`src/rtl/arb_pkg.sv`:
```
// ---------------------------------------------------------------------------
// arb_pkg
//   Shared types and constants for the four-requester arbiter.
//   - arb_state_t : arbiter FSM states (IDLE, GRANT, GAP)
//   - ARB_N       : number of requesters
//   - ARB_IDX_W   : width of an encoded requester index
//   - idx_to_onehot() : encoded index -> one-hot requester vector
// ---------------------------------------------------------------------------
package arb_pkg;

    localparam int ARB_N     = 4;
    localparam int ARB_IDX_W = 2;

    typedef enum logic [1:0] {
        IDLE  = 2'd0,
        GRANT = 2'd1,
        GAP   = 2'd2
    } arb_state_t;

    function automatic logic [ARB_N-1:0] idx_to_onehot(input logic [ARB_IDX_W-1:0] idx);
        logic [ARB_N-1:0] oh;
        oh      = '0;
        oh[idx] = 1'b1;
        return oh;
    endfunction

endpackage

```
`src/rtl/prio_enc4.sv`:
```
// ---------------------------------------------------------------------------
// prio_enc4
//   Combinational 4:2 priority encoder; the highest set index wins.
//   Ports:
//     req_i [3:0] : request vector
//     idx_o [1:0] : index of the highest set bit (0 when none set)
//     vld_o       : at least one bit of req_i is set
// ---------------------------------------------------------------------------
module prio_enc4
    import arb_pkg::*;
(
    input  logic [ARB_N-1:0]     req_i,
    output logic [ARB_IDX_W-1:0] idx_o,
    output logic                 vld_o
);

    // Ascending scan: the last hit, i.e. the highest index, is what remains.
    always_comb begin
        idx_o = '0;
        vld_o = 1'b0;
        for (int i = 0; i < ARB_N; i++) begin
            if (req_i[i]) begin
                idx_o = ARB_IDX_W'(i);
                vld_o = 1'b1;
            end
        end
    end

endmodule

```
`src/rtl/req_arbiter4.sv`:
```
// ---------------------------------------------------------------------------
// req_arbiter4
//   Four-requester arbiter for one shared resource. Picks an owner in IDLE,
//   holds the grant until done / withdrawal / hold timeout, then spends one
//   GAP cycle with all grants low before arbitrating again. All outputs are
//   registered.
//
//   Optional feature macro: ARB_ROUND_ROBIN_EN
//     defined   : rotating priority starting after the last granted index
//     undefined : fixed priority 3>2>1>0 with a one-round preemption mask
//
//   Parameters:
//     MAX_HOLD : max grant cycles while another requester waits (0 = none)
//   Ports:
//     clk       : rising-edge clock
//     rst_n     : asynchronous active-low reset
//     req [3:0] : request lines (bit 3 highest fixed priority)
//     done      : owner finished, releases the grant (ignored when idle)
//     gnt [3:0] : one-hot grant, zero when no grant is active
//     gnt_idx   : encoded index of the granted requester
//     gnt_vld   : a grant is active
//     preempt   : one-cycle pulse in the GAP that follows a timeout release
//     dbg_state : current FSM state (arb_state_t encoding), for observation
//
//   Handshake: a requester holds req high until it is granted and keeps it
//   high for the whole ownership; done (or dropping req) ends the ownership
//   at the next rising edge. Non-owner req changes during GRANT are only
//   seen at the next IDLE.
// ---------------------------------------------------------------------------
module req_arbiter4
    import arb_pkg::*;
#(
    parameter int MAX_HOLD = 16
) (
    input  logic                 clk,
    input  logic                 rst_n,
    input  logic [ARB_N-1:0]     req,
    input  logic                 done,
    output logic [ARB_N-1:0]     gnt,
    output logic [ARB_IDX_W-1:0] gnt_idx,
    output logic                 gnt_vld,
    output logic                 preempt,
    output logic [1:0]           dbg_state
);

    // A zero-width counter is illegal, so MAX_HOLD=0 keeps a 1-bit stub.
    localparam int HOLD_W = (MAX_HOLD > 0) ? $clog2(MAX_HOLD + 1) : 1;
    localparam logic [HOLD_W-1:0] HOLD_LAST = HOLD_W'((MAX_HOLD > 0) ? MAX_HOLD - 1 : 0);

    arb_state_t           state_q, state_d;
    logic [HOLD_W-1:0]    hold_q, hold_d;
    logic [ARB_N-1:0]     gnt_q, gnt_d;
    logic [ARB_IDX_W-1:0] gnt_idx_q, gnt_idx_d;
    logic                 gnt_vld_q, gnt_vld_d;
    logic                 preempt_q, preempt_d;

    logic [ARB_IDX_W-1:0] sel_idx;
    logic                 sel_vld;

`ifdef ARB_ROUND_ROBIN_EN
    logic [ARB_IDX_W-1:0] last_idx_q, last_idx_d;
    logic [ARB_IDX_W-1:0] start_idx;
    logic [ARB_IDX_W-1:0] src_idx;
    logic [ARB_N-1:0]     rot_req;
    logic [ARB_IDX_W-1:0] enc_idx;

    // Candidate k (k=0 first) is req[start+k]; it is placed at encoder bit
    // 3-k so that the highest-index-wins encoder picks the earliest one.
    always_comb begin
        start_idx = last_idx_q + 1'b1;
        src_idx   = '0;
        rot_req   = '0;
        for (int k = 0; k < ARB_N; k++) begin
            src_idx              = start_idx + ARB_IDX_W'(k);
            rot_req[ARB_N-1-k]   = req[src_idx];
        end
    end

    prio_enc4 u_enc (
        .req_i (rot_req),
        .idx_o (enc_idx),
        .vld_o (sel_vld)
    );

    assign sel_idx = start_idx + (ARB_IDX_W'(ARB_N - 1) - enc_idx);
`else
    logic [ARB_N-1:0] mask_q, mask_d;
    logic [ARB_N-1:0] masked_req;
    logic [ARB_N-1:0] cand_req;

    // A just-preempted requester sits out one round unless nobody else asks.
    assign masked_req = req & ~mask_q;
    assign cand_req   = (masked_req != '0) ? masked_req : req;

    prio_enc4 u_enc (
        .req_i (cand_req),
        .idx_o (sel_idx),
        .vld_o (sel_vld)
    );
`endif

    // Release qualification while in GRANT.
    logic owner_req;
    logic others_wait;
    logic timeout;
    logic release_now;
    logic timeout_only;

    assign owner_req    = req[gnt_idx_q];
    assign others_wait  = (req & ~gnt_q) != '0;
    assign timeout      = (MAX_HOLD != 0) && (hold_q == HOLD_LAST) && others_wait;
    assign release_now  = done || !owner_req || timeout;
    assign timeout_only = timeout && !done && owner_req;

    // State register
    always_ff @(posedge clk or negedge rst_n) begin
        if (!rst_n) begin
            state_q    <= IDLE;
            hold_q     <= '0;
            gnt_q      <= '0;
            gnt_idx_q  <= '0;
            gnt_vld_q  <= 1'b0;
            preempt_q  <= 1'b0;
`ifdef ARB_ROUND_ROBIN_EN
            last_idx_q <= ARB_IDX_W'(ARB_N - 1);
`else
            mask_q     <= '0;
`endif
        end else begin
            state_q    <= state_d;
            hold_q     <= hold_d;
            gnt_q      <= gnt_d;
            gnt_idx_q  <= gnt_idx_d;
            gnt_vld_q  <= gnt_vld_d;
            preempt_q  <= preempt_d;
`ifdef ARB_ROUND_ROBIN_EN
            last_idx_q <= last_idx_d;
`else
            mask_q     <= mask_d;
`endif
        end
    end

    // Next-state logic
    always_comb begin
        state_d    = state_q;
        hold_d     = hold_q;
`ifdef ARB_ROUND_ROBIN_EN
        last_idx_d = last_idx_q;
`else
        mask_d     = mask_q;
`endif
        case (state_q)
            IDLE: begin
                if (sel_vld) begin
                    state_d    = GRANT;
                    hold_d     = '0;
`ifdef ARB_ROUND_ROBIN_EN
                    last_idx_d = sel_idx;
`else
                    mask_d     = '0;
`endif
                end
            end
            GRANT: begin
                if (release_now) begin
                    state_d = GAP;
`ifndef ARB_ROUND_ROBIN_EN
                    if (timeout_only) begin
                        mask_d = idx_to_onehot(gnt_idx_q);
                    end
`endif
                end else if (hold_q != HOLD_LAST) begin
                    // Stops at HOLD_LAST; with a waiter present that is a timeout.
                    hold_d = hold_q + 1'b1;
                end
            end
            GAP:     state_d = IDLE;
            default: state_d = IDLE;
        endcase
    end

    // Output logic (next values of the registered outputs)
    always_comb begin
        gnt_vld_d = (state_d == GRANT);
        gnt_idx_d = ((state_q == IDLE) && sel_vld) ? sel_idx : gnt_idx_q;
        gnt_d     = gnt_vld_d ? idx_to_onehot(gnt_idx_d) : '0;
        preempt_d = (state_q == GRANT) && release_now && timeout_only;
    end

    assign gnt       = gnt_q;
    assign gnt_idx   = gnt_idx_q;
    assign gnt_vld   = gnt_vld_q;
    assign preempt   = preempt_q;
    assign dbg_state = state_q;

endmodule

```
`config.mk`:
```
export PLATFORM = sky130hd
export DESIGN_NAME = req_arbiter4
export DESIGN_NICKNAME = d
export VERILOG_FILES = /design/src/rtl/arb_pkg.sv /design/src/rtl/prio_enc4.sv /design/src/rtl/req_arbiter4.sv
export SDC_FILE = /design/constraint.sdc
export NUM_CORES = 1
export LEC_CHECK = 0
export ABC_AREA = 1
export CORE_ASPECT_RATIO = 1.75
export CORE_UTILIZATION = 30
export CTS_BUF_LIST = sky130_fd_sc_hd__clkbuf_8
export DETAILED_ROUTE_END_ITERATION = 8
export PLACE_DENSITY_LB_ADDON = 0.3
export SLEW_MARGIN = 20
export SYNTH_ARGS = -nofsm -noshare
export SYNTH_HDL_FRONTEND = slang
export SYNTH_SLANG_ARGS = --single-unit
```
`constraint.sdc`:
```
create_clock -name clk -period 1.63 [get_ports clk]
set_clock_uncertainty 0.15 [all_clocks]
set_input_delay 0.163 -clock clk [delete_from_list [all_inputs] [get_ports clk]]
set_output_delay 0.163 -clock clk [all_outputs]
set_load 0.01 [all_outputs]
```
# Word-level counts from Yosys, hierarchy flattened
# Cells that the tools add are included.
# op_classes
n_addsub,1
order_cmp,4
n_eq_ne,9
muxes,27
bitwise_logic,4
reduce_logical,18
# ops
operator,n
4-bit two-way mux,5
5-bit two-way mux,3
2-bit two-way mux,5
2-bit != test (second input constant),5
5-bit case mux with 2 select lines,1
4-bit bitwise AND,2
1-bit logical AND,8
1-bit two-way mux,8
4-bit inverter,2
4-bit case mux with 2 select lines,1
4-bit AND reduction,2
4-bit nonzero test,2
2-bit by 3-bit less-than comparator with 1-bit output (second input constant),2
5-bit by 1-bit adder with 5-bit output (second input constant),1
5-bit by 4-bit == test with 1-bit output (second input constant),1
5-bit by 4-bit != test with 1-bit output (second input constant),1
1-bit demux with 2-bit select,2
2-bit by 1-bit == test with 1-bit output (second input constant),2
2-bit by 1-bit greater-or-equal comparator with 1-bit output (second input constant),2
2-bit case mux with 2 select lines,1
1-bit binary-select mux with 2-bit select,1
1-bit logical NOT,2
2-bit logical NOT,1
1-bit logical OR,2
2-bit nonzero test,1
# totals
ff_bits,19
inputBits,7
word_cells,70

# Logic depth before layout (Yosys ltp)
# depth
word_depth,15
ltp_mapped,14
ltp_nobuf,14

# Modules after synthesis
# A second synthesis with hierarchy kept.
# unflattened
hier_cells,138
hier_area_um2,1058.5
# modules_own_cells
module,n_inst,cells_each,area_per_inst_um2,seq_area_each_um2
req_arbiter4,1,130,1026.0,475.5
prio_enc4,1,8,32.5,0.0

# Worst setup path after synthesis
# No wires, ideal clock.
# synth_timing
path_type,register -> register
start,register hold_q[0]
end,register mask_q[3]
setup_time_ns,0.121
t_arrival_ns,1.447
required_ns,1.359
setup_slack_ns,-0.088
stages_incl_launch_ff,11
path_buffers,0
synth_period_minus_slack_ns,1.718
cell_sequence,dfrtp_1 ha_1 nand2_1 nor2_1 ha_1 o21ai_1 nor2_1 nand2_1 nand3_4 nand2_1 o21ai_1
# synth_via
elab_chain_cells,6
# synth_rtl
item,line_no,rtl
"start, declared",req_arbiter4.sv:51,"logic [HOLD_W-1:0] hold_q, hold_d;"
"start signal, assigned",req_arbiter4.sv:131,hold_q <= hold_d;
5-bit by 4-bit == test with 1-bit output (*),req_arbiter4.sv:111,assign timeout = (MAX_HOLD != 0) && (hold_q == HOLD_LAST) && others_wait;
1-bit logical AND (*),req_arbiter4.sv:111,
1-bit logical AND (2 in series),req_arbiter4.sv:113,assign timeout_only = timeout && !done && owner_req;
2-bit != test (no source line),-,
4-bit AND reduction (no source line) (*),-,
"end signal, assigned",req_arbiter4.sv:139,mask_q <= mask_d;
"end, declared",req_arbiter4.sv:87,"logic [ARB_N-1:0] mask_q, mask_d;"
# Every way passes the cells marked *; elsewhere a longest branch is shown, timed or not.
# A chain may end at the register's enable or synchronous reset.

# Final worst setup path
# layout_timing
start,register hold_q[0]
end,register mask_q[0]
# Same word-level chain as after synthesis.

==> results.rst <==
.. list-table::
   :header-rows: 1

   * - Metric
     - Value
   * - Result of the run
     - finished, violations left
   * - Failing checks
     - setup timing
   * - Worst slack on hold paths
     - 83.6 ps
   * - Number of buffers inserted by port buffering
     - 16
   * - Mean number of vias per cell
     - 4.50
   * - Number of clock sinks
     - 19
   * - Top flip-flop cell by instance count after synthesis
     - dfrtp_1
   * - Wirelength per Cell
     - 11.4 µm
   * - Number of violations of the max-capacitance limit
     - 0
   * - Pin count of the biggest net entering global routing
     - 20
   * - Placed instance count
     - 224
   * - Die Footprint
     - 0.00397 mm²
   * - Later-pin clock latency in the skew report
     - 260 ps
   * - Uppermost layer routed
     - met4
   * - Total Nets Final
     - 199
   * - Detailed router's first-iteration violation count
     - 21
   * - Max-slew violation total from the final report
     - 0
   * - Reported leakage power
     - 0.813 nW
   * - Clock transition time at the flip-flop clock pins of the worst setup and hold paths
     - 70 ps
   * - Post-synthesis instance area
     - 0.00111 mm²
   * - Total met3 wirelength after detailed routing
     - 61 µm
   * - Slew at the pin with the worst max-slew slack
     - 265 ps
   * - Initial cell density of the core
     - 32.1%
   * - Mapped Cells
     - 139
   * - Share of cells above drive strength 1
     - 46.6%
   * - Final critical delay including setup and external delays
     - 1710 ps
   * - Cells traversed along the worst timing path
     - ha_2 > nand2_2 > nor2_2 > ha_2 > o21ai_4 > nor2_2 > nand2_2 > nand3_4 > nand2_1 > o21ai_1
   * - Register area share after synthesis
     - 42.7%
   * - Detailed-placement wirelength estimate
     - 1970 µm
   * - Cell types with the highest counts after synthesis
     - nand2_1, inv_1, dfrtp_1, nor2_1
   * - TritonCTS clock tree
     - built
   * - Clk Tree Root Cell
     - clkbuf_8
   * - Count of endpoints failing hold in the final timing report
     - 0
   * - Residual overflow from global routing
     - 0
   * - Cell type with the largest total area after synthesis
     - dfrtp_1
   * - I/O pin total
     - 17
   * - First-pass detailed-route iteration total
     - 4
   * - Type of origin of the critical path
     - register
   * - Arrival time at the worst endpoint
     - 1750 ps
   * - Mean cell area of the mapped netlist
     - 8.01 µm²
   * - Overall global routing resource usage
     - 14.5%
   * - Synthesis-to-layout area growth
     - 56.1%
   * - Relative slew margins
     - 82.3%
   * - Number of buffers created by CTS
     - 3
   * - Setup CP Type
     - reg2reg
   * - Setup slack of the critical path after layout
     - -82.6 ps
   * - Critical path endpoint category
     - register
   * - Routability congestion estimate
     - 0.798
   * - Highest Clock Rate
     - 584 MHz
   * - Final period util
     - 105%
   * - Combined buffer and inverter count along the critical path
     - 0
   * - Total power density per cell area
     - 1740 mW/mm²
   * - Slowest library cell on the worst path
     - dfrtp_1
   * - Fillers
     - 307
   * - Post-Layout Cell Count
     - 234
   * - Metal-1 WL
     - 1010 µm
   * - Die width
     - 48.1 µm
   * - Setup repair after global routing missed its margin
     - yes
   * - Worst path required time
     - 1660 ps
   * - Global-route wire length before repair
     - 4130 µm
   * - DRC
     - 0
   * - Via count of the first global-routing pass
     - 1026
   * - Finish-stage setup viols
     - 15
   * - Number of hold buffers added after cts
     - 0
   * - Worst-case vdd ir drop
     - 1.29 mV
   * - Number of standard-cell rows in the floorplan
     - 28
   * - Number of synthesized flops with an enable pin
     - 0
   * - Wire length reported by the detailed router
     - 2680 µm
   * - Top cell family by delay on the critical path
     - simple AND/OR/NAND/NOR gates
   * - Number of nets still failing antenna checks after routing
     - 0
   * - Diode insertion count for antenna repair
     - 0
   * - Power consumption
     - 0.00302 W
   * - Most frequent cell after synthesis
     - nand2_1
   * - Largest fanout on the critical path
     - 8
   * - Number of unique standard cell types used by synthesis
     - 22
   * - H-tree levels
     - 1
   * - Largest buffer count on any clock path
     - 2
   * - Synthesized Nets
     - 148
   * - Post-synthesis sequential element count
     - 19
   * - Die Height
     - 82.6 µm
   * - Top-area cell type share of the netlist area
     - 42.7%
   * - Total length of routed met2 wires
     - 1540 µm
   * - Antenna violations before repair
     - 0
   * - Worst Hold Class
     - in2async
   * - Synthesis Warnings
     - 0
   * - CORE AREA
     - 0.00347 mm²
   * - Share of flip-flops with an asynchronous set or reset
     - 100%
   * - Synth area leaders
     - dfrtp_1, nand2_1, inv_1
   * - Max incr delay on CP
     - 360 ps
   * - Detailed-route via count
     - 1053
where the power goes:
part | leakage (nW) | switching, W | total (W) | internal, W
clock network | 0.0269 | 0.000151 | 0.000319 | 0.000167
logic | 0.537 | 0.00109 | 0.00197 | 0.000880
registers | 0.249 | 0.000102 | 0.000737 | 0.000635
total | 0.813 | 0.00134 | 0.00302 | 0.00168
layout make-up:
| cell class | instances | area, µm² | share of cell area, % |
|---|---|---|---|
| Timing Repair Buffer | 45 | 384 | 22.1 |
| Sequential cell | 19 | 477 | 27.4 |
| Inverter | 24 | 90.1 | 5.18 |
| Clock inverter | 1 | 3.75 | 0.216 |
| Tap cell | 45 | 56.3 | 3.24 |
| Clock buffer | 3 | 41.3 | 2.38 |
| Multi-Input combinational cell | 97 | 686 | 39.5 |
cells in the final DEF, fill, tap and decap left out, types with 3 or more instances in the layout:
cell	instances
o21ai_1	12
clkdlybuf4s50_1	15
buf_4	27
nor2_4	3
nor2_2	9
inv_1	15
nand2_4	7
nor2_1	7
nand2_2	14
clkbuf_8	3
nand3_4	3
inv_2	10
nand2_1	18
nand3_1	5
nor3_1	3
dfrtp_1	18
path summary, 6_finish.rpt:
check / startpoint / depth (start not counted) / endpoint / slack, ps
setup / recovery: hold_q[0]$_DFFE_PN0P_ / 10 / mask_q[0]$_DFFE_PN0P_ / -80
hold / removal: rst_n / 2 / hold_q[4]$_DFFE_PN0P_ / 80
setup reg to reg: hold_q[0]$_DFFE_PN0P_ / 10 / mask_q[0]$_DFFE_PN0P_ / -80
hold reg to reg: hold_q[4]$_DFFE_PN0P_ / 2 / hold_q[4]$_DFFE_PN0P_ / 380
max in group asynchronous: rst_n / 2 / gnt_idx[0]$_DFF_PN0_ / 1030
min in group clk: hold_q[4]$_DFFE_PN0P_ / 2 / hold_q[4]$_DFFE_PN0P_ / 380
logic make-up (layout without fill, tap and decap cells):
logic type	Yosys count	count (layout)	share of synthesized area, %
xor+xnor	1	1	0.787
flops	19	19	42.7
simple gates	76	77	38.3
fa+ha+maj	2	2	2.25
buf+inv	24	73	8.09
compound gates	17	17	7.87
metal layers:
layer	GRT usage, %	vias up
li1	-	538
met4	5.00	0
met3	1.96	7
met1	16.3	493
met5	0	-
met2	26.2	15
worst register-to-register path, cell delays in order, from the launching register on:
cell     delay, ps
dfrtp_1        360
ha_2           200
nand2_2         60
nor2_2         110
ha_2           220
o21ai_4         90
nor2_2         140
nand2_2         90
nand3_4        110
nand2_1         60
o21ai_1         70
registers in the layout, indices dropped and copies added (netlist names):
| register | cells |
|---|---|
| dbg_state | 2 |
| gnt | 4 |
| gnt_idx | 2 |
| gnt_vld | 1 |
| hold_q | 5 |
| mask_q | 4 |
| preempt | 1 |
per-stage QoR:
step | setup TNS (ps) | setup slack [ps] | util (%) | instance area [µm²]
global route | -1790 | -170 | 50.1 | 1740
global placement | -3260 | -229 | 43.7 | 1510
floorplan | 0 | 1.21 | - | 1120
CTS | -699 | -82.6 | 46.0 | 1600
detailed placement | -3380 | -252 | 43.7 | 1510
finish | -519 | -82.6 | 50.1 | 1740
repair_timing:
item | 4_1_cts | 5_1_grt
cloned | 0 | 1
setup endpoints to repair | 17 | 18
pin swaps | 3 | 17
buffers inserted | 1 | 5
resized for setup | 12 | 29
(Power assumes the default switching activity.)
